`src/rtl/model_tick_pkg.sv`:
```
// rtl/model_tick_pkg.sv - shared mode encodings, FSM states and widths for the model tick generator
package model_tick_pkg;

   localparam int DIV_SEL_W = 5;

   localparam logic [1:0] MODE_OFF   = 2'd0;
   localparam logic [1:0] MODE_FREE  = 2'd1;
   localparam logic [1:0] MODE_STEP  = 2'd2;
   localparam logic [1:0] MODE_BURST = 2'd3;

   typedef enum logic [1:0] {
      ST_IDLE  = 2'd0,
      ST_RUN   = 2'd1,
      ST_BURST = 2'd2
   } tick_state_e;

endpackage

```
`src/rtl/sync_edge_detect.sv`:
```
// rtl/sync_edge_detect.sv - multi-flop synchroniser for an asynchronous input plus rising-edge pulse
module sync_edge_detect #(
   parameter int STAGES = 2
) (
   input  logic clk,
   input  logic rst_n,
   input  logic async_i,
   output logic rise_o
);

   logic [STAGES-1:0] sync_q;
   logic [STAGES-1:0] sync_d;
   logic              edge_q;
   logic              edge_d;

   always_comb begin
      sync_d = {sync_q[STAGES-2:0], async_i};
      edge_d = sync_q[STAGES-1];
   end

   always_ff @(posedge clk or negedge rst_n) begin
      if (!rst_n) begin
         sync_q <= '0;
         edge_q <= 1'b0;
      end else begin
         sync_q <= sync_d;
         edge_q <= edge_d;
      end
   end

   // Combinational pulse from flop outputs only; the consumer registers it.
   assign rise_o = sync_q[STAGES-1] & ~edge_q;

endmodule

```
`src/rtl/model_tick_gen.sv`:
```
// rtl/model_tick_gen.sv - model-clock tick source: off, free-run divider, single-step and counted burst
module model_tick_gen
   import model_tick_pkg::*;
#(
   parameter int DIV_WIDTH   = 24,
   parameter int BURST_WIDTH = 8,
   parameter int SYNC_STAGES = 2,
   parameter int CNT_WIDTH   = 16
) (
   input  logic                   clk,
   input  logic                   rst_n,
   input  logic [1:0]             mode,
   input  logic [DIV_SEL_W-1:0]   div_sel,
   input  logic                   step_btn,
   input  logic                   burst_start,
   input  logic [BURST_WIDTH-1:0] burst_len,
   output logic                   tick_o,
   output logic                   model_clk_o,
   output logic                   busy_o,
   output logic [CNT_WIDTH-1:0]   tick_count_o
);

   localparam logic [DIV_WIDTH:0] ONE_W = {{DIV_WIDTH{1'b0}}, 1'b1};

   tick_state_e             state_q, state_d;
   logic [DIV_WIDTH-1:0]    presc_q, presc_d;
   logic [BURST_WIDTH-1:0]  remaining_q, remaining_d;
   logic [1:0]              mode_q, mode_d;
   logic [DIV_SEL_W-1:0]    div_sel_q, div_sel_d;
   logic                    tick_q, tick_d;
   logic                    model_clk_q, model_clk_d;
   logic                    busy_q, busy_d;
   logic [CNT_WIDTH-1:0]    tick_count_q, tick_count_d;

   logic                    step_rise;
   logic                    cfg_change;
   logic [DIV_WIDTH:0]      term_val;
   logic                    presc_terminal;

   sync_edge_detect #(
      .STAGES (SYNC_STAGES)
   ) u_step_sync (
      .clk     (clk),
      .rst_n   (rst_n),
      .async_i (step_btn),
      .rise_o  (step_rise)
   );

   // Terminal prescaler value is 2**eff-1 with eff clamped to the counter width.
   always_comb begin
      if (int'(div_sel_q) >= DIV_WIDTH) begin
         term_val = {1'b0, {DIV_WIDTH{1'b1}}};
      end else begin
         term_val = (ONE_W << div_sel_q) - ONE_W;
      end
      presc_terminal = ({1'b0, presc_q} == term_val);
   end

   always_comb begin
      cfg_change = (mode != mode_q) || (div_sel != div_sel_q);
      mode_d     = mode;
      div_sel_d  = div_sel;
   end

   always_comb begin
      state_d     = state_q;
      presc_d     = presc_q;
      remaining_d = remaining_q;
      busy_d      = busy_q;
      tick_d      = 1'b0;

      if (cfg_change) begin
         // A new mode or divider restarts the timebase and abandons any burst.
         presc_d     = '0;
         remaining_d = '0;
         busy_d      = 1'b0;
         state_d     = (mode == MODE_FREE) ? ST_RUN : ST_IDLE;
      end else begin
         case (state_q)
            ST_IDLE: begin
               if (mode_q == MODE_FREE) begin
                  state_d = ST_RUN;
                  presc_d = '0;
               end else if (mode_q == MODE_STEP) begin
                  tick_d = step_rise;
               end else if ((mode_q == MODE_BURST) && burst_start &&
                            (burst_len != '0)) begin
                  remaining_d = burst_len;
                  presc_d     = '0;
                  busy_d      = 1'b1;
                  state_d     = ST_BURST;
               end
            end

            ST_RUN: begin
               if (mode_q != MODE_FREE) begin
                  state_d = ST_IDLE;
                  presc_d = '0;
               end else if (presc_terminal) begin
                  presc_d = '0;
                  tick_d  = 1'b1;
               end else begin
                  presc_d = presc_q + DIV_WIDTH'(1);
               end
            end

            ST_BURST: begin
               // The last tick leaves remaining at zero; busy drops one cycle later.
               if (remaining_q == '0) begin
                  state_d = ST_IDLE;
                  busy_d  = 1'b0;
                  presc_d = '0;
               end else if (presc_terminal) begin
                  presc_d     = '0;
                  tick_d      = 1'b1;
                  remaining_d = remaining_q - BURST_WIDTH'(1);
               end else begin
                  presc_d = presc_q + DIV_WIDTH'(1);
               end
            end

            default: begin
               state_d = ST_IDLE;
               presc_d = '0;
            end
         endcase
      end
   end

   always_comb begin
      model_clk_d  = model_clk_q ^ tick_d;
      tick_count_d = tick_count_q + CNT_WIDTH'(tick_d);
   end

   always_ff @(posedge clk or negedge rst_n) begin
      if (!rst_n) begin
         state_q      <= ST_IDLE;
         presc_q      <= '0;
         remaining_q  <= '0;
         mode_q       <= MODE_OFF;
         div_sel_q    <= '0;
         tick_q       <= 1'b0;
         model_clk_q  <= 1'b0;
         busy_q       <= 1'b0;
         tick_count_q <= '0;
      end else begin
         state_q      <= state_d;
         presc_q      <= presc_d;
         remaining_q  <= remaining_d;
         mode_q       <= mode_d;
         div_sel_q    <= div_sel_d;
         tick_q       <= tick_d;
         model_clk_q  <= model_clk_d;
         busy_q       <= busy_d;
         tick_count_q <= tick_count_d;
      end
   end

   assign tick_o       = tick_q;
   assign model_clk_o  = model_clk_q;
   assign busy_o       = busy_q;
   assign tick_count_o = tick_count_q;

endmodule

```
`config.mk`:
```
export PLATFORM = sky130hd
export DESIGN_NAME = model_tick_gen
export DESIGN_NICKNAME = d
export VERILOG_FILES = /design/src/rtl/model_tick_pkg.sv /design/src/rtl/sync_edge_detect.sv /design/src/rtl/model_tick_gen.sv
export SDC_FILE = /design/constraint.sdc
export NUM_CORES = 1
export LEC_CHECK = 0
export BUFFER_PORTS_ARGS = -buffer_cell sky130_fd_sc_hd__buf_2
export CAP_MARGIN = 40
export CORE_ASPECT_RATIO = 0.6
export CORE_MARGIN = 2
export CORE_UTILIZATION = 30
export DETAILED_ROUTE_END_ITERATION = 10
export GPL_TIMING_DRIVEN = 0
export PLACE_DENSITY = 0.57
export SLEW_MARGIN = 10
export SYNTH_ARGS = -nofsm -noshare
export SYNTH_HDL_FRONTEND = slang
export SYNTH_SLANG_ARGS = --single-unit
```
`constraint.sdc`:
```
create_clock -name clk -period 4.9 [get_ports clk]
set_input_delay 0.245 -clock clk [delete_from_list [all_inputs] [get_ports clk]]
set_output_delay 0.245 -clock clk [all_outputs]
set_load 0.02 [all_outputs]
```
==> summary.txt <==
Run status
  – Status: finished, final reports clean

Synthesis
  – Synth Area in Adders: 0.03383
  – Post-Syn Instances: 493
  – Largest family of logic cells by synthesized area: simple AND/OR/NAND/NOR gates
  – Cell Area, Synth: 4364 µm²
  – Yosys reg bits: 63
  – Simple-gate portion of the synthesized area: 0.2600
  – Yosys warnings: 0
  – Synth Area in Compound Gates: 0.1886
  – Largest cells by area after synthesis: dfrtp_1, xor2_1, nand2_1, xnor2_1, ha_1
  – Share of the synthesized area in the top cell type: 0.3612
  – Post-synth EDFFs: 0
  – Ys flop type: dfrtp_1
  – Register area share after synthesis: 0.3612
  – Ys async rst share: 1.000
  – Mapped Nets: 523
  – Synth Area in XOR/XNOR: 0.08830
  – Mux contribution to synthesized area: 0.009461
  – Distinct cells, synth: 78
  – Synth area leader: dfrtp_1
  – Mean post-synth cell area: 8.852 µm²

Worst setup path
  – Critical path arrival: 4.83 ns
  – FF-to-FF End: tick_count_o[8]
  – Category of the most critical setup path: reg2reg
  – R2R depth: 19
  – Critical Path RT: 5.12 ns
  – Setup crit start: div_sel_q[4]
  – Worst R2R Start: div_sel_q[4]
  – Critical-path maximum fanout: 10
  – Internal reg-to-reg setup slack: 0.29 ns
  – Worst Setup Start Kind: flop
  – Crit. End Element: flop

Clock network
  – CTS clk-pin slew, worst paths: 0.06 ns
  – CTS buffer count: 9
  – CTS Root Cell: clkbuf_16
  – CTS H-Tree Depth: 3
  – Worst skew pair latency: 0.33 ns
  – Clock Sinks: 63
  – CTS Buffer Depth: 2
  – TritonCTS clock tree: yes

Flow run
  – Max Cap Viol: 0

Place
  – Post-DP HPWL: 9332 µm
  – IO buf count: 37
  – Routability cong.: 0.9031
  – Placed cell areas: 4837 µm²

Power and ir drop
  – Psw: 0.3295 mW
  – IR drop worst, VDD: 0.0001708 V
  – Flop pwr share: 0.427
  – Final Power: 1.246 mW
  – Comb pwr share: 0.103
  – Pwr dens: 241.8 nW/µm²
  – Sw Ratio: 0.2645
  – Share of total power in the clock network: 0.470
  – Pint: 0.9165 mW
  – Leakage: 2.239 nW

Drt
  – Initial DRC Count: 352
  – Wire per inst: 16.83 µm
  – Drc violations: 0
  – DRT Pass-1 Iters: 5
  – Routed Antenna Nets: 0
  – Total wire length: 12620 µm
  – Vias: 4030
  – Vias/cell: 5.373

Worst hold path
  – Hold Crit Depth: 1
  – Hold WC Path Type: in2reg
  – Worst Hold Launch: step_btn
  – Worst Hold End: u_step_sync.sync_q[0]

Timing
  – Highest clock rate: 216.9 MHz
  – Max-slew violations: 0
  – Worst Clk Skew: 0.006508 ns
  – Final Hold Vio Count: 0
  – Final min period: 4.611 ns
  – Setup Viol. Count Final: 0
  – RSZ-0062 raised after global routing: false
  – Rel. slew slack: 0.5529
  – Worst-Margin Slew: 0.6707 ns
  – Setup TNS: 0 ns
  – Period utilization: 0.9410

Die
  – Core area: 14340 µm²
  – Core Rows: 34
  – Initial Util: 0.3044
  – Die area: 15560 µm²
  – IO Pins: 38
  – Chip Height: 97.43 µm
  – Die width: 159.7 µm

Final layout
  – Highest-count cells in the layout ignoring fill and taps: dfrtp_1, nand2_1, buf_2
  – Final Net Count: 576
  – Finished Cell Area: 5154 µm²
  – Share of cells above drive strength 1: 0.1815
  – Commonest non-fill, non-tap cell in the layout: dfrtp_1
  – Layout Area Growth over Synthesis: 18.09%

GRT
  – Total gr overflow: 0
  – Initial antenna violation count: 0
  – Largest net degree at the start of global routing: 63
  – Tot GR Track Use: 0.1648
  – Vias in the first global route: 3821
  – First-pass GRT wire length: 20510 µm
==> metrics by stage <==
stage                 util  hold WS, ns  std cells  worst slack, ns
floorplan                -     -0.05059        493           0.8260
CTS                 0.3569      0.02117        747          0.05025
global route        0.3593      0.02316        749          0.03509
global placement    0.3346       0.3369        728           0.1555
detailed placement  0.3374      0.04581        730          0.07019
finish              0.3595      0.03485        750           0.2892
==> power groups by stage <==
stage / clock (mW) / sequential (mW) / combinational [mW]
after floorplan: 0 / 0.540 / 0.0759
after global placement: 0 / 0.541 / 0.119
after detailed placement: 0 / 0.541 / 0.124
after CTS: 0.598 / 0.532 / 0.126
after global routing: 0.619 / 0.533 / 0.140
final: 0.585 / 0.532 / 0.128
==> timing repair <==
action	4_1_cts	5_1_grt
hold buffers	1	0
endpoints found under the hold margin	63	0
pin swaps	0	2
gates resized for setup	1	5
setup endpoints to repair	1	12
buffers inserted	0	3
==> worst max path at each step <==
stage | to | slack (ns) | cells after the start
global placement | tick_count_o[15] | 0.16 | 19
detailed placement | tick_count_o[15] | 0.07 | 19
finish | tick_count_o[8] | 0.29 | 19
floorplan | tick_count_o[7] | 0.83 | 19
CTS | tick_count_o[15] | 0.05 | 19
global route | tick_count_o[8] | 0.04 | 19
==> state kept, by name, summed over array words and instances (netlist names) <==
signal,count
state_q,2
tick_count_o,16
remaining_q,8
u_step_sync.edge_q,1
tick_o,1
u_step_sync.sync_q,2
div_sel_q,5
presc_q,24
busy_o,1
model_clk_o,1
mode_q,2
==> critical path: stages, from the launching register on <==
cell and delay, ns:
dfrtp_2 0.45, buf_4 0.20, buf_2 0.28, nor2_1 0.10
nand3_1 0.09, ha_1 0.20, buf_2 0.25, buf_6 0.17
buf_2 0.24, nand2_1 0.18, a31oi_1 0.26, o2111ai_2 0.19
nor4b_4 0.29, nand4_1 0.20, a211oi_4 0.38, ha_2 0.30
ha_1 0.15, nand3_1 0.20, nand2b_1 0.24, xnor2_1 0.12
==> cells in the mapped netlist, types with 12 or more instances <==
cell      n
nand3_1  25
o21ai_0  14
inv_1    19
buf_2    12
xor2_1   25
nor2_1   33
xnor2_1  19
nand2_1  51
dfrtp_1  63
a21oi_1  27
nor3_1   17
==> per-layer routing <==
layer	track usage	share of wire	vias up	wire, µm
met2	0.2108	0.37	182	4732
met5	0	0	-	0
met1	0.2636	0.52	1933	6587
met4	0.03357	0.0066	0	83
li1	-	-	1903	-
met3	0.04951	0.097	12	1218
==> final cells by class <==
cell class                      instances  area, µm²
Antenna cell                            1      2.502
Buffer                                 31      181.4
Clock buffer                           11      232.7
Clock inverter                          5      35.03
Fill cell                            1485       9183
Inverter                               19      71.32
Multi-Input combinational cell        379       2547
Sequential cell                        63       1578
Tap cell                              198      247.7
Timing Repair Buffer                   43      257.7
==> cell families after synthesis <==
family | count (synthesis)
simple gates | 205
compound gates | 114
mux | 4
buf+inv | 51
flops | 63
xor+xnor | 44
fa+ha+maj | 12
Note: power is estimated with default switching activity, not from simulation.
